==> src/rtl/ram_block_copier_pkg.sv <==
// Shared constants and types for the RAM block copier: widths, FSM encodings
// and the RAM port bundle driven toward the single-port data RAM.
package ram_block_copier_pkg;

  localparam int AW      = 5;
  localparam int DW      = 32;
  localparam int RAM_AW  = 32;
  localparam int DEPTH   = 1 << AW;

  typedef logic [1:0] state_t;

  localparam state_t ST_IDLE = 2'd0;
  localparam state_t ST_RD   = 2'd1;
  localparam state_t ST_WR   = 2'd2;
  localparam state_t ST_DONE = 2'd3;

  typedef struct packed {
    logic [RAM_AW-1:0] addr;
    logic              we;
    logic [DW-1:0]     wdata;
  } ram_port_t;

  function automatic logic [RAM_AW-1:0] zext_addr(input logic [AW-1:0] a);
    return {{(RAM_AW - AW){1'b0}}, a};
  endfunction

endpackage

==> src/rtl/ram_block_copier_if.sv <==
// Control and RAM-port bundle of the block copier; the copier is the master,
// the controller/RAM side is the slave.
interface ram_block_copier_if
  import ram_block_copier_pkg::*;
  ();

  logic              start;
  logic [AW-1:0]     src_base;
  logic [AW-1:0]     dst_base;
  logic [AW:0]       len;
  logic              busy;
  logic              done;
  logic [DW-1:0]     checksum;
  logic [RAM_AW-1:0] ram_addr;
  logic              ram_we;
  logic [DW-1:0]     ram_wdata;
  logic [DW-1:0]     ram_rdata;

  modport master (
    input  start, src_base, dst_base, len, ram_rdata,
    output busy, done, checksum, ram_addr, ram_we, ram_wdata
  );

  modport slave (
    output start, src_base, dst_base, len, ram_rdata,
    input  busy, done, checksum, ram_addr, ram_we, ram_wdata
  );

endinterface

==> src/rtl/ram_block_copier_addr_gen.sv <==
// Word-offset walker for the copier: holds bases, offset k, copy direction and
// the remaining-word count; produces wrapped source/destination addresses.
module ram_block_copier_addr_gen
  import ram_block_copier_pkg::*;
(
  input  logic          clk,
  input  logic          rst_n,
  input  logic          load_i,
  input  logic [AW-1:0] src_base_i,
  input  logic [AW-1:0] dst_base_i,
  input  logic [AW:0]   len_i,
  input  logic          step_i,
  output logic [AW-1:0] src_addr_o,
  output logic [AW-1:0] dst_addr_o,
  output logic          last_o
);

  localparam logic [AW:0] ONE = (AW + 1)'(1);

  logic [AW-1:0] src_q, src_d;
  logic [AW-1:0] dst_q, dst_d;
  logic [AW-1:0] k_q, k_d;
  logic [AW:0]   remain_q, remain_d;
  logic          desc_q, desc_d;

  logic [AW-1:0] diff;
  logic [AW:0]   len_m1;
  logic          desc_new;

  // Copy downward when the destination lands inside the source window ahead of
  // it, so overlapping moves never read a word they already overwrote.
  assign diff     = dst_base_i - src_base_i;
  assign desc_new = (diff != '0) && ({1'b0, diff} < len_i);
  assign len_m1   = len_i - ONE;

  // NOTE: every output of a combinational block gets a default first, so no
  // path leaves it unassigned and no latch is inferred.
  always_comb begin
    src_d    = src_q;
    dst_d    = dst_q;
    k_d      = k_q;
    remain_d = remain_q;
    desc_d   = desc_q;
    if (load_i) begin
      src_d    = src_base_i;
      dst_d    = dst_base_i;
      remain_d = len_i;
      desc_d   = desc_new;
      k_d      = desc_new ? len_m1[AW-1:0] : '0;
    end else if (step_i) begin
      k_d      = desc_q ? (k_q - 1'b1) : (k_q + 1'b1);
      remain_d = remain_q - ONE;
    end
  end

  // NOTE: state registers update with non-blocking assignments so every flop
  // samples the pre-edge values regardless of statement order.
  always_ff @(posedge clk) begin
    if (!rst_n) begin
      src_q    <= '0;
      dst_q    <= '0;
      k_q      <= '0;
      remain_q <= '0;
      desc_q   <= 1'b0;
    end else begin
      src_q    <= src_d;
      dst_q    <= dst_d;
      k_q      <= k_d;
      remain_q <= remain_d;
      desc_q   <= desc_d;
    end
  end

  assign src_addr_o = src_q + k_q;
  assign dst_addr_o = dst_q + k_q;
  assign last_o     = (remain_q == ONE);

endmodule

==> src/rtl/ram_block_copier.sv <==
// RAM block copier: moves len words from src_base to dst_base in the shared
// data RAM (memmove semantics, two cycles per word) while summing the words read.
module ram_block_copier
  import ram_block_copier_pkg::*;
(
  input  logic                clk,
  input  logic                rst_n,
  ram_block_copier_if.master  bus
);

  state_t        state_q, state_d;
  logic [DW-1:0] checksum_q, checksum_d;
  logic [DW-1:0] data_q, data_d;

  logic          accept;
  logic          step;
  logic          last;
  logic [AW-1:0] src_addr;
  logic [AW-1:0] dst_addr;
  ram_port_t     port;

  assign accept = (state_q == ST_IDLE) && bus.start;
  assign step   = (state_q == ST_WR) && !last;

  ram_block_copier_addr_gen u_addr_gen (
    .clk        (clk),
    .rst_n      (rst_n),
    .load_i     (accept),
    .src_base_i (bus.src_base),
    .dst_base_i (bus.dst_base),
    .len_i      (bus.len),
    .step_i     (step),
    .src_addr_o (src_addr),
    .dst_addr_o (dst_addr),
    .last_o     (last)
  );

  always_comb begin
    state_d = state_q;
    case (state_q)
      ST_IDLE: if (bus.start) state_d = (bus.len == '0) ? ST_DONE : ST_RD;
      ST_RD:   state_d = ST_WR;
      ST_WR:   state_d = last ? ST_DONE : ST_RD;
      ST_DONE: state_d = ST_IDLE;
      default: state_d = ST_IDLE;
    endcase
  end

  always_comb begin
    checksum_d = checksum_q;
    data_d     = data_q;
    if (accept) begin
      checksum_d = '0;
    end else if (state_q == ST_RD) begin
      checksum_d = checksum_q + bus.ram_rdata;
      data_d     = bus.ram_rdata;
    end
  end

  always_ff @(posedge clk) begin
    if (!rst_n) begin
      state_q    <= ST_IDLE;
      checksum_q <= '0;
    end else begin
      state_q    <= state_d;
      checksum_q <= checksum_d;
    end
  end

  // NOTE: the word buffer is pure datapath, always loaded in RD before WR
  // consumes it, so it carries no reset.
  always_ff @(posedge clk) begin
    data_q <= data_d;
  end

  // Write enable is also gated by rst_n so a reset landing on a WR edge
  // suppresses that write instead of letting the RAM commit it.
  always_comb begin
    port = '0;
    case (state_q)
      ST_RD: port.addr = zext_addr(src_addr);
      ST_WR: begin
        port.addr  = zext_addr(dst_addr);
        port.we    = rst_n;
        port.wdata = data_q;
      end
      default: port = '0;
    endcase
  end

  assign bus.ram_addr  = port.addr;
  assign bus.ram_we    = port.we;
  assign bus.ram_wdata = port.wdata;
  assign bus.busy      = (state_q == ST_RD) || (state_q == ST_WR);
  assign bus.done      = (state_q == ST_DONE);
  assign bus.checksum  = checksum_q;

endmodule

==> src/flat_wrapper.sv <==
// flat-port wrapper written by rule: the top's interface ports become plain ports
module ram_block_copier_flat import ram_block_copier_pkg::*;
  (clk, rst_n, bus_start, bus_src_base, bus_dst_base, bus_len, bus_ram_rdata, bus_busy, bus_done, bus_checksum, bus_ram_addr, bus_ram_we, bus_ram_wdata);
  ram_block_copier_if bus_i ();
  input  logic clk;
  input  logic rst_n;
  input wire logic [$bits(bus_i.start)-1:0] bus_start;
  input wire logic [$bits(bus_i.src_base)-1:0] bus_src_base;
  input wire logic [$bits(bus_i.dst_base)-1:0] bus_dst_base;
  input wire logic [$bits(bus_i.len)-1:0] bus_len;
  input wire logic [$bits(bus_i.ram_rdata)-1:0] bus_ram_rdata;
  output wire logic [$bits(bus_i.busy)-1:0] bus_busy;
  output wire logic [$bits(bus_i.done)-1:0] bus_done;
  output wire logic [$bits(bus_i.checksum)-1:0] bus_checksum;
  output wire logic [$bits(bus_i.ram_addr)-1:0] bus_ram_addr;
  output wire logic [$bits(bus_i.ram_we)-1:0] bus_ram_we;
  output wire logic [$bits(bus_i.ram_wdata)-1:0] bus_ram_wdata;
  assign bus_i.start = bus_start;
  assign bus_i.src_base = bus_src_base;
  assign bus_i.dst_base = bus_dst_base;
  assign bus_i.len = bus_len;
  assign bus_i.ram_rdata = bus_ram_rdata;
  assign bus_busy = bus_i.busy;
  assign bus_done = bus_i.done;
  assign bus_checksum = bus_i.checksum;
  assign bus_ram_addr = bus_i.ram_addr;
  assign bus_ram_we = bus_i.ram_we;
  assign bus_ram_wdata = bus_i.ram_wdata;
  ram_block_copier u_core (.clk(clk), .rst_n(rst_n), .bus(bus_i));
endmodule
==> config.mk <==
export PLATFORM = sky130hd
export DESIGN_NAME = ram_block_copier_flat
export DESIGN_NICKNAME = d
export VERILOG_FILES = /design/src/rtl/ram_block_copier_pkg.sv /design/src/rtl/ram_block_copier_if.sv /design/src/rtl/ram_block_copier_addr_gen.sv /design/src/rtl/ram_block_copier.sv /design/src/flat_wrapper.sv
export SDC_FILE = /design/constraint.sdc
export NUM_CORES = 1
export LEC_CHECK = 0
export ABC_AREA = 1
export CORE_UTILIZATION = 40
export DETAILED_ROUTE_END_ITERATION = 16
export GPL_TIMING_DRIVEN = 0
export PLACE_DENSITY = 0.66
export RECOVER_POWER = 100
export SYNTH_ARGS = -nofsm -noshare
export SYNTH_HDL_FRONTEND = slang
export SYNTH_SLANG_ARGS = --single-unit
==> constraint.sdc <==
create_clock -name clk -period 3.3 [get_ports clk]
set_clock_uncertainty 0.05 [all_clocks]
set_input_delay 0.33 -clock clk [delete_from_list [all_inputs] [get_ports clk]]
set_output_delay 0.33 -clock clk [all_outputs]
set_load 0.05 [all_outputs]
==> out/qor.yml <==
ant_nets: 0
cts_buffers: 9
clock.fmax_mhz: 325
dp_cells: 1432
cts.sinks: 88
root_buffer: "clkbuf_16"
critical_path.max_stage_delay_ns: 0.38
initial_utilization: 0.410
critPathCaptureType: "output pin"
die_h_um: 133
grt.total_usage: 0.220
status: "finished clean"
design_area_um2: 8710
place_hpwl_mm: 15.0
core-area_um2: 16600
insertion_delay_ns: 0.34
crit_family: "adder cells"
nets: 1333
placed_area_um2: 8430
cts_tree: "yes"
first_pass_iters: 5
synth_ff_type: "dfxtp_1"
path_class: "register to output pin"
worst_slew_pin_slew_ns: 1.49
fin_crit_sh: 0.932
synth_fa_ha_area_frac: 0.112
rows: 47
hold_viol_final: 0
grt_setup_unrepaired: "false"
period_minus_slack_ns: 3.08
yosysTopAreaCellShare: 0.168
power_density_nw_per_um2: 447
die_x_um: 133
ys_ff_latch: 88
drt_iter0_drc: 414
dieArea_um2: 17600
synth_edf_count: 32
grt_pass1_wl_mm: 30.5
cp.required_ns: 2.92
vias: 6659
grt_pass1_vias: 6109
grt_max_degree: 34
critical_path.max_fanout: 10
path_cells: "inv_2 -> ha_4 -> buf_6 -> nand2_1 -> nand2_1 -> ha_1 -> inv_1 -> fa_1 -> inv_1 -> a21oi_1 -> nor2_1 -> nor2_1 -> xor2_1 -> nor2_1 -> buf_4"
fin_hold_ws_ns: 0.411
slew_violations: 0
drive_above_1_share: 0.0464
antenna_found_initial: 0
cp_num_buf_inv: 5
wl_per_cell_um: 12.7
postSynthAreaPerCell_um2: 6.42
place_congestion: 0.940
vdd_drop_max_uv: 281
synth_top_family_by_area: "simple AND/OR/NAND/NOR gates"
htree_num_levels: 3
fill_cells: 1743
synth_top_cells_by_area: "nand2_1, dfxtp_1, edfxtp_1"
clk_path_buf_depth: 2
synth-simple-area-share: 0.300
setup_viol: 0
synth-xor-area-share: 0.0359
clkTransAtPathRegs_ns: 0.07
area_growth_pct: 27.6
hold_path_class: "register to register"
port_buffers: 122
synthMuxAreaShare: 0
ios: 150
gr-total-overflow: 0
drcViolationCount: 0
cp_common_cell: "nor2_1"
leakage_uw: 0.00507
maxSlewHeadroom: 0.00754
synth_area_um2: 6830
async_reset_ff_frac: 0
synth_top_cell_by_area: "nand2_1"
final_cells: 1448
viasPerCell: 4.60
synth_cells: 1064
synth-seq-area-share: 0.305
cp-start-kind: "register"
cpMaxStageDelayCell: "fa_1"
cts_hold_buf: 0
arrival_ns: 2.70
synth_compound_area_frac: 0.0819
yosysWarnings: 0
maxCapViolations: 0
antenna_cells: 0
yosysUniqueCellTypes: 32
finalWirelength_mm: 18.4
## routing by layer
layer,up-vias,part of all wire,GRT usage
li1,3508,-,-
met1,2965,0.48,0.294
met2,169,0.47,0.368
met3,17,0.043,0.0372
met4,0,0.011,0.0543
met5,-,0,0
## through the flow
| stage | util | power, uW | setup TNS, ns | worst slack (ns) |
|---|---|---|---|---|
| 2_1_floorplan | - | 2490 | 0 | 0.152 |
| 3_3_place_gp | 0.506 | 2940 | -2.30 | -0.733 |
| 3_5_place_dp | 0.506 | 2960 | -2.13 | -0.712 |
| 4_1_cts | 0.524 | 3960 | 0 | 0.0412 |
| 5_1_grt | 0.524 | 4160 | 0 | 0.00381 |
| 6_report | 0.524 | 3890 | 0 | 0.225 |
## where the power goes
group / leakage, uW / internal, uW / switching [uW]
combinational: 0.00417 / 507 / 1060
clock: 0.000136 / 558 / 427
sequential: 0.000763 / 1260 / 75.5
total: 0.00507 / 2330 / 1570
## placed cells by master (no fill, tap or decap), types with 3 or more instances in the layout
cell type,count
clkbuf_16,10
nand4_1,4
xor2_1,26
edfxtp_1,32
a21oi_1,47
dlygate4sd3_1,101
conb_1,27
clkbuf_1,18
clkdlybuf4s50_1,17
o21bai_1,3
nor3_1,5
buf_4,29
nand3_1,56
nand2_2,4
dfxtp_1,56
nor2_1,134
ha_1,54
fa_1,4
o221ai_1,3
buf_2,3
nand2_1,306
o21ai_0,41
inv_1,220
## kinds of logic after synthesis
family / after synthesis
AND/OR/NAND/NOR: 514
buffers and inverters: 270
AO/OA/AOI/OAI: 104
flip-flops: 88
adder cells (fa/ha/maj): 59
XOR/XNOR: 28
other: 1
## repair_timing
action / 4_1_cts / 5_1_grt
endpoints found under the hold margin: 0 / 0
resized for setup: 18 / 6
cloned: 0 / 0
setup endpoints to repair: 5 / 4
setup buffers: 0 / 1
## state kept, by name, summed over array words and instances (netlist names)
name	count
u_core.u_addr_gen.desc_q	1
u_core.state_q	2
u_core.u_addr_gen.src_q	5
u_core.u_addr_gen.dst_q	5
u_core.u_addr_gen.remain_q	6
u_core.data_q	32
u_core.u_addr_gen.k_q	5
u_core.bus.checksum	32
## tightest hold or removal path, cell delays in order, from the launching register on
cell,delay (ns)
dfxtp_1,0.30
inv_1,0.06
a21oi_1,0.06
## Yosys cell counts, types with 5 or more instances
| master | number |
|---|---|
| edfxtp_1 | 32 |
| a21oi_1 | 47 |
| ha_1 | 55 |
| clkbuf_1 | 14 |
| dfxtp_1 | 56 |
| nand2_2 | 5 |
| nor3_1 | 5 |
| nand3_1 | 56 |
| inv_1 | 222 |
| buf_2 | 5 |
| o21ai_0 | 42 |
| nor2_1 | 134 |
| buf_4 | 28 |
| xor2_1 | 26 |
| nand2_1 | 305 |
## path summary, 6_finish.rpt
path                                                start                                       to  slack, ns  cells past startpoint
setup / recovery           u_core.state_q[0]$_SDFFE_PN0P_                          bus_ram_addr[4]       0.22                     15
hold / removal    u_core.u_addr_gen.src_q[1]$_SDFFE_PN0P_  u_core.u_addr_gen.src_q[1]$_SDFFE_PN0P_       0.41                      2
setup reg to reg           u_core.state_q[1]$_SDFFE_PN0P_     u_core.bus.checksum[27]$_SDFFE_PP0P_       0.28                      8
hold reg to reg   u_core.u_addr_gen.src_q[1]$_SDFFE_PN0P_  u_core.u_addr_gen.src_q[1]$_SDFFE_PN0P_       0.41                      2
## final cells by class
type                    instances  area [um2]  area share
flip-flops and latches         88        2080       0.239
inverters                     223         841      0.0965
clock inverters                 2        13.8     0.00158
plain buffers                  46         287      0.0329
well taps                     220         275      0.0316
repair buffers                123        1220       0.140
clock buffers                  14         265      0.0304
multi-input cells             732        3730       0.428
Note: power is estimated with default switching activity, not from simulation.
